[config.mk]
export PLATFORM = sky130hd
export DESIGN_NAME = muldiv_unit
export DESIGN_NICKNAME = d
export VERILOG_FILES = /design/src/rtl/muldiv_unit.sv
export SDC_FILE = /design/constraint.sdc
export NUM_CORES = 1
export LEC_CHECK = 0
export CAP_MARGIN = 0
export CELL_PAD_IN_SITES_DETAIL_PLACEMENT = 1
export CELL_PAD_IN_SITES_GLOBAL_PLACEMENT = 2
export CORE_UTILIZATION = 35
export DETAILED_ROUTE_END_ITERATION = 8
export GPL_TIMING_DRIVEN = 0
export PLACE_DENSITY_LB_ADDON = 0.1
export SLEW_MARGIN = 20
export SYNTH_ARGS = -nofsm -noshare
export SYNTH_HDL_FRONTEND = slang
export SYNTH_SLANG_ARGS = --single-unit
[constraint.sdc]
create_clock -name clk -period 4 [get_ports clk]
set_input_delay 0.8 -clock clk [delete_from_list [all_inputs] [get_ports clk]]
set_output_delay 0.8 -clock clk [all_outputs]
set_load 0.005 [all_outputs]
[src/rtl/muldiv_unit.sv]
// muldiv_unit: iterative MULT/MULTU/DIV/DIVU engine that owns the HI/LO registers.
// Latency: result and done land WIDTH+1 edges after the accepting edge; busy is high for WIDTH+1 cycles.
// Backpressure: start is ignored while busy=1, with no queueing; wr_hi/wr_lo are also ignored while busy=1.
//
// Ports:
//   clk, rst_n          rising-edge clock, asynchronous active-low reset
//   start, op, X, Y     issue request, operation (00 MULT, 01 MULTU, 10 DIV, 11 DIVU) and operands rs/rt
//   wr_hi, wr_lo        MTHI/MTLO write enables, using wr_data
//   busy, done          operation in flight / one-cycle completion pulse
//   div_by_zero         qualifies done; the divide had Y=0
//   hi, lo              architectural HI/LO registers
module muldiv_unit #(
    parameter int WIDTH = 32
) (
    input  logic             clk,
    input  logic             rst_n,
    input  logic             start,
    input  logic [1:0]       op,
    input  logic [WIDTH-1:0] X,
    input  logic [WIDTH-1:0] Y,
    input  logic             wr_hi,
    input  logic             wr_lo,
    input  logic [WIDTH-1:0] wr_data,
    output logic             busy,
    output logic             done,
    output logic             div_by_zero,
    output logic [WIDTH-1:0] hi,
    output logic [WIDTH-1:0] lo
);

    localparam int CW = $clog2(WIDTH);
    localparam logic [CW-1:0] LAST_STEP = CW'(WIDTH - 1);

    typedef enum logic [1:0] {
        IDLE = 2'd0,
        RUN  = 2'd1,
        FIX  = 2'd2
    } state_t;

    state_t           state_q;
    logic [CW-1:0]    cnt_q;
    logic             is_div_q;
    logic             neg_res_q;    // product/quotient must be negated
    logic             neg_rem_q;    // remainder must be negated
    logic             dbz_q;
    logic [WIDTH-1:0] x_raw_q;      // unmodified dividend, returned on divide by zero
    logic [WIDTH-1:0] b_q;          // multiplicand magnitude or divisor magnitude
    logic [WIDTH-1:0] acc_hi_q;     // product upper half / partial remainder
    logic [WIDTH-1:0] acc_lo_q;     // multiplier bits / dividend bits becoming quotient
    logic [WIDTH-1:0] hi_q, lo_q;
    logic             busy_q, done_q, dbz_out_q;

    // Issue-time operand conditioning. Negating the most negative value wraps back
    // to itself, which read as unsigned is exactly the required magnitude.
    logic             x_neg, y_neg;
    logic [WIDTH-1:0] x_mag, y_mag;

    always_comb begin
        x_neg = X[WIDTH-1] & ~op[0];
        y_neg = Y[WIDTH-1] & ~op[0];
        x_mag = x_neg ? (~X + 1'b1) : X;
        y_mag = y_neg ? (~Y + 1'b1) : Y;
    end

    // One iteration of either algorithm, computed from the current accumulator.
    logic [WIDTH:0]   mul_sum;
    logic [WIDTH:0]   rem_sh;
    logic [WIDTH:0]   trial;
    logic [WIDTH-1:0] acc_hi_d, acc_lo_d;

    always_comb begin
        // Shift-add: add the multiplicand when the current multiplier LSB is set,
        // then shift the whole {carry, upper, lower} right by one.
        mul_sum = {1'b0, acc_hi_q} + (acc_lo_q[0] ? {1'b0, b_q} : {(WIDTH+1){1'b0}});
        // Restoring divide: bring in the next dividend bit and try a subtract.
        rem_sh  = {acc_hi_q, acc_lo_q[WIDTH-1]};
        trial   = rem_sh - {1'b0, b_q};
        acc_hi_d = acc_hi_q;
        acc_lo_d = acc_lo_q;
        if (is_div_q) begin
            acc_hi_d = trial[WIDTH] ? rem_sh[WIDTH-1:0] : trial[WIDTH-1:0];
            acc_lo_d = {acc_lo_q[WIDTH-2:0], ~trial[WIDTH]};
        end else begin
            acc_hi_d = mul_sum[WIDTH:1];
            acc_lo_d = {mul_sum[0], acc_lo_q[WIDTH-1:1]};
        end
    end

    // Final sign correction of the unsigned magnitude results.
    logic [2*WIDTH-1:0] prod, prod_fix;
    logic [WIDTH-1:0]   quo_fix, rem_fix;

    always_comb begin
        prod     = {acc_hi_q, acc_lo_q};
        prod_fix = neg_res_q ? (~prod + 1'b1) : prod;
        quo_fix  = neg_res_q ? (~acc_lo_q + 1'b1) : acc_lo_q;
        rem_fix  = neg_rem_q ? (~acc_hi_q + 1'b1) : acc_hi_q;
    end

    always_ff @(posedge clk or negedge rst_n) begin
        if (!rst_n) begin
            state_q   <= IDLE;
            cnt_q     <= '0;
            is_div_q  <= 1'b0;
            neg_res_q <= 1'b0;
            neg_rem_q <= 1'b0;
            dbz_q     <= 1'b0;
            x_raw_q   <= '0;
            b_q       <= '0;
            acc_hi_q  <= '0;
            acc_lo_q  <= '0;
            hi_q      <= '0;
            lo_q      <= '0;
            busy_q    <= 1'b0;
            done_q    <= 1'b0;
            dbz_out_q <= 1'b0;
        end else begin
            done_q    <= 1'b0;
            dbz_out_q <= 1'b0;

            // MTHI/MTLO only while idle; a result written in FIX overrides these.
            if (!busy_q) begin
                if (wr_hi) hi_q <= wr_data;
                if (wr_lo) lo_q <= wr_data;
            end

            case (state_q)
                IDLE: begin
                    if (start) begin
                        is_div_q  <= op[1];
                        neg_res_q <= x_neg ^ y_neg;
                        neg_rem_q <= x_neg;
                        dbz_q     <= op[1] & (Y == '0);
                        x_raw_q   <= X;
                        cnt_q     <= '0;
                        acc_hi_q  <= '0;
                        if (op[1]) begin
                            b_q      <= y_mag;
                            acc_lo_q <= x_mag;
                        end else begin
                            b_q      <= x_mag;
                            acc_lo_q <= y_mag;
                        end
                        busy_q  <= 1'b1;
                        state_q <= RUN;
                    end
                end
                RUN: begin
                    acc_hi_q <= acc_hi_d;
                    acc_lo_q <= acc_lo_d;
                    cnt_q    <= cnt_q + 1'b1;
                    if (cnt_q == LAST_STEP) state_q <= FIX;
                end
                FIX: begin
                    if (dbz_q) begin
                        hi_q <= x_raw_q;
                        lo_q <= '1;
                    end else if (is_div_q) begin
                        hi_q <= rem_fix;
                        lo_q <= quo_fix;
                    end else begin
                        hi_q <= prod_fix[2*WIDTH-1:WIDTH];
                        lo_q <= prod_fix[WIDTH-1:0];
                    end
                    dbz_out_q <= dbz_q;
                    done_q    <= 1'b1;
                    busy_q    <= 1'b0;
                    state_q   <= IDLE;
                end
                default: state_q <= IDLE;
            endcase
        end
    end

    assign busy        = busy_q;
    assign done        = done_q;
    assign div_by_zero = dbz_out_q;
    assign hi          = hi_q;
    assign lo          = lo_q;

endmodule

# Word level (Yosys, flattened, before mapping)
# Cells that the tools add are included.
[totals]
register_bits = 206
out_inout_bits = 67
[op_classes]
n_addsub = 8
eq_ne = 6
mux = 34
bitwise_logic = 11
reduce_logical = 12
[ops]
columns = ["op", "count"]
rows = [
  ["$mux W32", 22],
  ["$add A32 B1 Y32 const B", 4],
  ["$not A32 Y32", 4],
  ["$pmux W32 S2", 2],
  ["$add A64 B1 Y64 const B", 1],
  ["$mux W64", 1],
  ["$not A64 Y64", 1],
  ["$add A32 B32 Y33", 1],
  ["$sub A33 B32 Y33", 1],
  ["$logic_not A32 Y1", 1],
  ["$reduce_and A2 Y1", 6],
  ["$pmux W5 S2", 1],
  ["$reduce_bool A2 Y1", 4],
  ["$add A5 B1 Y5 const B", 1],
  ["$eq A5 B5 Y1 const B", 1],
  ["$mux W5", 1],
  ["$mux W2", 2],
  ["$ne A2 B2 Y1 const B", 2],
  ["$pmux W2 S2", 1],
  ["$and A1 B1 Y1", 3],
  ["$mux W1", 3],
  ["$eq A2 B1 Y1 const B", 1],
  ["$eq A2 B2 Y1 const B", 1],
  ["$logic_not A2 Y1", 1],
  ["4 further kinds", 5],
]

# Logic depth before layout (Yosys ltp)
[depth]
depth_word = 6
mapped_depth = 15
mapped_depth_nobuf = 14

# Least setup slack after synthesis
# No wires, ideal clock.
[synth_timing]
path_type = "reg2reg"
from = "register acc_lo_q[0]"
to = "register acc_hi_q[31]"
t_arrival_ns = 3.152
required_time_ns = 3.860
path_slack_ns = 0.709
stages_incl_launch_ff = 16
n_path_buf = 2
synth_period_minus_slack_ns = 3.291
cell_sequence = "dfrtp_1 -> inv_1 -> clkbuf_1 -> nor2_1 -> ha_1 -> clkbuf_1 -> a21o_1 -> a21o_1 -> a21oi_1 -> o41ai_1 -> a31o_2 -> o41a_1 -> a31oi_1 -> nor3_1 -> a2111oi_0 -> a211oi_1"
[synth_via]
elab_chain_len = 4
[synth_rtl]
columns = ["item", "line", "text"]
rows = [
  ["start: declaration", "49", "logic [WIDTH-1:0] acc_lo_q;"],
  ["start signal: assignment", "139", "acc_lo_q <= x_mag;"],
  ["start signal: assignment", "142", "acc_lo_q <= y_mag;"],
  ["start signal: assignment", "150", "acc_lo_q <= acc_lo_d;"],
  ["$mux W32", "74", "mul_sum = {1'b0, acc_hi_q} + (acc_lo_q[0] ? {1'b0, b_q} : {(WIDTH+1){1'b0}});"],
  ["$add A32 B32 Y33", "74", ""],
  ["$mux W32", "80", "if (is_div_q) begin"],
  ["$pmux W32 S2", "127", "case (state_q)"],
  ["end signal: assignment", "149", "acc_hi_q <= acc_hi_d;"],
  ["end: declaration", "48", "logic [WIDTH-1:0] acc_hi_q;"],
]
# No other way between the ends.
# A chain may end at the register's enable or synchronous reset.

# Final worst setup path
[layout_timing]
from = "input X[2]"
to = "register acc_lo_q[25]"
[layout_via]
elab_chain_len = 6
[layout_rtl]
columns = ["item", "line", "text"]
rows = [
  ["start: declaration", "19", "input logic [WIDTH-1:0] X,"],
  ["$not A32 Y32", "61", "x_mag = x_neg ? (~X + 1'b1) : X;"],
  ["$add A32 B1 Y32", "61", ""],
  ["$mux W32", "61", ""],
  ["$mux W32", "137", "if (op[1]) begin"],
  ["$mux W32", "129", "if (start) begin"],
  ["$pmux W32 S2", "127", ""],
]
# No other way between the ends. The select of a mux whose other input is x is not followed.

==> results.md <==
* Status: complete, but fails checks
* Failing checks: DRC
* Reg-to-Reg Start: acc_lo_q[31]$_DFFE_PN0P_
* F_max at 255.7 MHz
* Synth area leaders: dfrtp_1 (31%), o21ai_0 (6.5%), nand2_1 (6.4%)
* Worst-margin pin slew at 983.3 ps
* CP bufs+invs at 1
* Layout net count at 2,457
* CTS tree: done
* Number of enable flip-flop cells after synthesis at 0
* Pwr Total at 0.01889 W
* WHS at 108.3 ps
* LEAKAGE at 8.458 nW
* Crit-path slowest cell: clkdlybuf4s50_1
* Initial Util at 35.49%
* Top-count cell post-synth: nand2_1
* Synthesis-to-finish area growth at 21.71%
* Final setup vio count at 0
* WS Path Type: input pin to flop
* WP data required at 4490 ps
* Hpwl dp at 61,700 um
* Worst-path fanout max at 6
* GR Overflow Total at 0
* Port bufs at 169
* Die Span X at 219.5 um
* Vias at 17,060
* Clk sinks at 206
* I/O pin count at 170
* Asr flop ratio synth at 100.0%
* Inserted Clock Buffers at 27
* Syn Area/Cell at 7.981 um2
* Type of the worst min-delay path: input pin to asynchronous set/reset pin
* Vias in the first global route at 17,250
* Mapped cell area at 0.01656 mm2
* Final Instance Area at 0.02015 mm2
* Worst vdd ir at 0.0003325 V
* Multi-input gate area at 0.01077 mm2
* Crit end category: flop
* Clock Latency Late Sink at 570 ps
* Max Slew Vio Count at 0
* Yosys Warn Count at 0
* Post-route minimum period at 3910 ps
* Largest net degree at the start of global routing at 92
* CTS Buffer Depth at 3
* CTS clk-pin slew, worst paths at 60 ps
* Final Hold Fails at 0
* Post-synth cell types at 75
* Layout cells sized above 1 at 4.822%
* Tot GR Track Use at 31.46%
* Initial antenna violation count at 1
* Pwr Density at 937.2 mW/mm2
* Die H at 219.5 um
* DR WL/cell at 26.16 um
* RSZ-0062 raised after global routing: no
* Top-area cell type share of the netlist area at 31.13%
* Final WL at 76,100 um
* Slew HR at 34.21%
* Most used cell, CP: a211oi_1
* Initial DRC count at 1,252
* Startpoint types: input pin
* TritonRoute pass-1 iters at 7
* Critical path arrival at 4400 ps
* Cells after Synth at 2,075
* Synth area leader: dfrtp_1
* CP delay by family, top: simple AND/OR/NAND/NOR gates
* Sequential share of the synthesized area at 31.13%
* Clk root buf: clkbuf_16
* Antenna-violating nets left at 0
* Worst reg2reg endpoint: acc_hi_q[13]$_DFFE_PN0P_
* Register area at 0.005161 mm2
* Clock Skew at 34.97 ps
* Top_reg_cell synth: dfrtp_1
* FP Rows at 79
* H-tree levels at 1
* GPL Wtd Cong at 0.9932
* Post-CTS Hold Fix Bufs at 0
* R2r setup slk at 210 ps
* Setup TNS at 0 ps
* Critical path's largest stage delay at 670 ps
* Top cells by count, synth: nand2_1 (284), o21ai_0 (216), dfrtp_1 (206)
* Die area at 0.04819 mm2
* Reg2reg path depth at 14
* Area of the core at 0.04665 mm2
* Synthesized netlist net count at 2,250
* DP Area at 0.01907 mm2
* Fillers at 5,622
* Crit share post-route at 97.76%
* Via/cell ratio at 5.865
* Crit path cell chain: clkdlybuf4s50_1 > or4_1 > nor4_1 > nand2b_1 > nor2_1 > nand2_1 > o31ai_1 > xor2_1 > a211oi_1 > a211oi_1 > a21oi_1
* Residual DRC at 26
* First-pass GRT wire length at 113,000 um
* #FFs+latches synth at 206
* N_diodes at 0
* Maxcap violations at 0
==> logic make-up (layout without fill, tap and decap cells) <==
kind of cell               Yosys count  in the layout  synth area share [%]
adders and majority gates           72             72                 5.531
xor gates and xnor gates           174            174                 9.203
AOI/OAI and AO/OA                  690            690                 26.04
buffers and inverters              202            429                 4.654
and+or+nand+nor                    640            640                 17.93
DFF                                206            206                 31.13
muxes                               91             91                 5.516
==> what timing repair did <==
action / in CTS / in global routing
pin swaps: 3 / 1
setup endpoints to repair: 48 / 25
gates resized for setup: 13 / 21
buffers inserted: 5 / 4
==> state kept, by name, summed over array words and instances, names as in the netlist, 2 cells and up <==
name      flops
b_q          32
hi           32
cnt_q         5
state_q       2
x_raw_q      32
acc_hi_q     32
lo           32
acc_lo_q     32
==> worst max path at each step <==
| stage | endpoint | cells past startpoint | from | slack, ps |
|---|---|---|---|---|
| 6_report | acc_lo_q[25]$_DFFE_PN0P_ | 11 | X[2] | 90 |
| 5_1_grt | acc_hi_q[31]$_DFFE_PN0P_ | 15 | acc_lo_q[0]$_DFFE_PN0P_ | 2 |
| 4_1_cts | acc_hi_q[30]$_DFFE_PN0P_ | 14 | acc_lo_q[0]$_DFFE_PN0P_ | 20 |
| 3_5_place_dp | acc_hi_q[30]$_DFFE_PN0P_ | 14 | acc_lo_q[0]$_DFFE_PN0P_ | -1220 |
| 3_3_place_gp | acc_lo_q[9]$_DFFE_PN0P_ | 1 | rst_n | -7200 |
| 2_1_floorplan | acc_hi_q[31]$_DFFE_PN0P_ | 15 | acc_lo_q[0]$_DFFE_PN0P_ | 710 |
==> layer usage <==
metal  track usage [%]  wire, um  vias up
met4             8.727      2318        0
li1                  -         -     7878
met1             45.98     36370     8562
met2             48.03     32900      526
met5                 0         0        -
met3             4.265      4513       95
==> layout make-up <==
type	count	area share, %
Buffer	133	2.564
Clock buffer	39	3.874
Clock inverter	10	0.4718
Inverter	67	1.266
Multi-Input combinational cell	1667	53.42
Sequential cell	206	25.61
Tap cell	607	3.768
Timing Repair Buffer	180	9.027
==> stage by stage <==
stage | utilization (%) | setup WS (ps) | std cells
after floorplan | - | 708.7 | 2075
after global placement | 40.75 | -7201 | 2851
after detailed placement | 40.88 | -1216 | 2853
after CTS | 42.95 | 16.00 | 2905
after global routing | 43.20 | 1.624 | 2909
final | 43.20 | 89.71 | 2909
==> power breakdown <==
| group | switching, W | internal, W | leakage, nW |
|---|---|---|---|
| registers | 0.00125 | 0.00310 | 2.47 |
| logic | 0.00731 | 0.00478 | 5.56 |
| clock network | 0.00102 | 0.00142 | 0.426 |
==> placed cells by master (no fill, tap or decap), types with 17 or more instances in the layout <==
| cell type | instances |
|---|---|
| o31ai_1 | 25 |
| inv_1 | 65 |
| buf_1 | 17 |
| nand2b_1 | 28 |
| xnor2_1 | 114 |
| o22ai_1 | 38 |
| a22oi_1 | 20 |
| a21oi_1 | 141 |
| o21ai_0 | 215 |
| a21o_1 | 45 |
| nor2b_1 | 18 |
| nor2_1 | 153 |
| a211oi_1 | 79 |
| ha_1 | 70 |
| dfrtp_1 | 201 |
| nor3_1 | 28 |
| clkbuf_16 | 27 |
| clkbuf_1 | 112 |
| clkdlybuf4s50_1 | 168 |
| mux2i_1 | 89 |
| xor2_1 | 60 |
| o211ai_1 | 27 |
| nand2_1 | 283 |
Power figures use the tool's default switching activity.
==> variant (same flow settings) <==
Reset style: synchronous (`rst_n`), changed in one clocked block. Comments in the files are not updated.
--- a/src/rtl/muldiv_unit.sv
+++ b/src/rtl/muldiv_unit.sv
@@ -99,3 +99,3 @@
 
-    always_ff @(posedge clk or negedge rst_n) begin
+    always_ff @(posedge clk) begin
         if (!rst_n) begin
Behaviour: differs if rst_n is asserted again (counterexample within 4 cycles, from zero or initial values and one cycle with rst_n low); with rst_n held inactive, the same outputs for 4 cycles.
==> variant against the original RTL <==
Setup slack got worse by 0.028 ns; non-clock buffer count increased by 7; routed wire length increased by 3.5%; area after synthesis decreased by 6.0%; sequential cell count unchanged; count of clock-buffer cells in the layout decreased by 7; first-iteration DRC count increased by 20%; cell area decreased by 5.1%; clock skew decreased by 0.0046 ns; critical path depth decreased by 3.
Power is not compared: it rests on default switching activity, and its combinational part moved more than twofold at a synthesized area within 25%.
==> variant: results (changes against the original RTL) <==
The run finished with clean final reports. Wire length on met3: 5260 um (was 4510 um). Cells taking the most area after synthesis: dfxtp_1, a21oi_1, nand2_1, ha_1, mux2i_1 (was dfrtp_1, o21ai_0, nand2_1, xnor2_1, mux2i_1). Number of antenna violations at the first check in global routing: 0 (was 1). For the critical path arrival, the log shows 4.37 ns (was 4.40 ns).

The total length of routed met2 wires is 34500 um (was 32900 um). The path type of the worst min-delay path is reg -> reg (was in -> async). The final layout net count was 2450 (was 2457); the upper clock frequency limit was 0.254 GHz (was 0.256 GHz). For the routed length on met1, the log shows 36900 um (was 36400 um). The slowest library cell on the worst path was nor4_1 (was clkdlybuf4s50_1). The wire length per cell was 27.3 um (was 26.2 um); the placed wire-length estimate after detailed placement was 64700 um (was 61700 um). The fraction of layout instances using a drive strength above 1 was 0.0484 (was 0.0482); the port buffer count was 167 (was 169). Wire length of the first global-routing pass: 115000 um (was 113000 um).

The async set-or-reset flop fraction in the synthesized netlist came out at 0 (was 1.00). The slew at the pin closest to its max-slew limit works out to 1.14 ns (was 0.983 ns). For the worst setup slack after placement, the log shows -1.88 ns (was -1.22 ns). The synthesized instance count was 2072 (was 2075).

The via total after detailed routing came out at 17.3k (was 17.1k). The run gives 18000 sq um (was 19100 sq um) as the instance area at placement. The global placer's final weighted congestion is 0.966 (was 0.993), and the count of routing violations after the opening detailed-route iteration is 1507 (was 1252). The total instance count after detailed placement was 2824 (was 2853); the detailed-router iteration count before antenna repair was 6 (was 7).

The aggregate global-route resource usage was 0.344 (was 0.315). The largest driver fanout on the critical path is 8 (was 6), and the TritonCTS buffer count is 26 (was 27). The pin count of the biggest net entering global routing is 14 (was 92), and the number of distinct library cells after synthesis is 81 (was 75). The insertion delay to the later sink of the worst-skew pair was 0.57 ns (about the same); the reg2reg setup slack was 0.06 ns (was 0.21 ns).
variant: cell types whose count changed in the layout (fill, tap and decap cells not counted), moves of 16 or more:
cell / change
dfxtp_1: +205
nand3_1: +35
o21ai_0: -69
a221oi_1: +42
nand2_1: -35
xor2_1: +16
o22ai_1: -32
xnor2_1: -25
dfrtp_1: -201
a21oi_1: +90
a211oi_1: -41
a21o_1: -21
variant: timing repair:
item                       in CTS  in global routing
pin swaps                       1                  3
resized for setup              23                 20
cloned                          0                  0
hold endpoints to repair        0                  0
setup endpoints to repair      49                 36
setup buffers                   3                  5
variant: cell type report:
cell class,instances,area (sq um)
Sequential cell,206,4130
Buffer,145,638
Clock buffer,32,693
Fill cell,5386,24300
Multi-Input combinational cell,1657,10700
Inverter,64,241
Tap cell,585,732
Timing Repair Buffer,175,1740
Clock inverter,14,216
Antenna cell,1,2.50
variant: metrics by stage:
stage	setup TNS, ns	hold slack, ns	utilization
after global placement	-65.91	0.436	0.413
after detailed placement	-66.17	0.438	0.414
after global routing	0	0.478	0.440
after floorplan	0	0.414	-
after CTS	0	0.446	0.438
final	0	0.451	0.440
variant: power groups by stage:
stage / clock, mW / sequential [mW] / combinational [mW]
after floorplan: 0 / 2.31 / 1.16
after global placement: 0 / 2.37 / 1.95
after detailed placement: 0 / 2.38 / 1.97
after CTS: 2.58 / 2.34 / 2.02
after global routing: 2.66 / 2.35 / 2.21
final: 2.58 / 2.34 / 2.08
variant: cell families (layout without fill, tap and decap cells):
family / count (synthesis) / in the layout / synth area share
xor+xnor: 167 / 167 / 0.0940
fa+ha+maj: 72 / 72 / 0.0588
buf+inv: 209 / 430 / 0.0551
compound gates: 667 / 667 / 0.268
other cells: 0 / 1 / 0
flops: 206 / 206 / 0.265
mux: 94 / 94 / 0.0610
simple gates: 657 / 657 / 0.198
variant: critical path: cells and delay by family (launching register included):
kind            cells  cell delay (ns)
simple gates        3             1.73
buf+inv             1             0.21
compound gates      3             1.14
xor+xnor            1             0.43
flops               1             0.29
variant: path summary, 6_finish.rpt:
| kind | startpoint | to | depth (start not counted) |
|---|---|---|---|
| setup / recovery | acc_lo_q[3] | hi[11] | 8 |
| hold reg to reg | cnt_q[3] | cnt_q[3] | 1 |
| setup reg to reg | acc_lo_q[3] | hi[11] | 8 |
| hold / removal | cnt_q[3] | cnt_q[3] | 1 |
variant: metal layers:
metal | vias to the layer above | track usage
li1 | 7962 | -
met1 | 8636 | 0.499
met2 | 659 | 0.539
met3 | 87 | 0.0352
met4 | 0 | 0.0893
met5 | - | 0
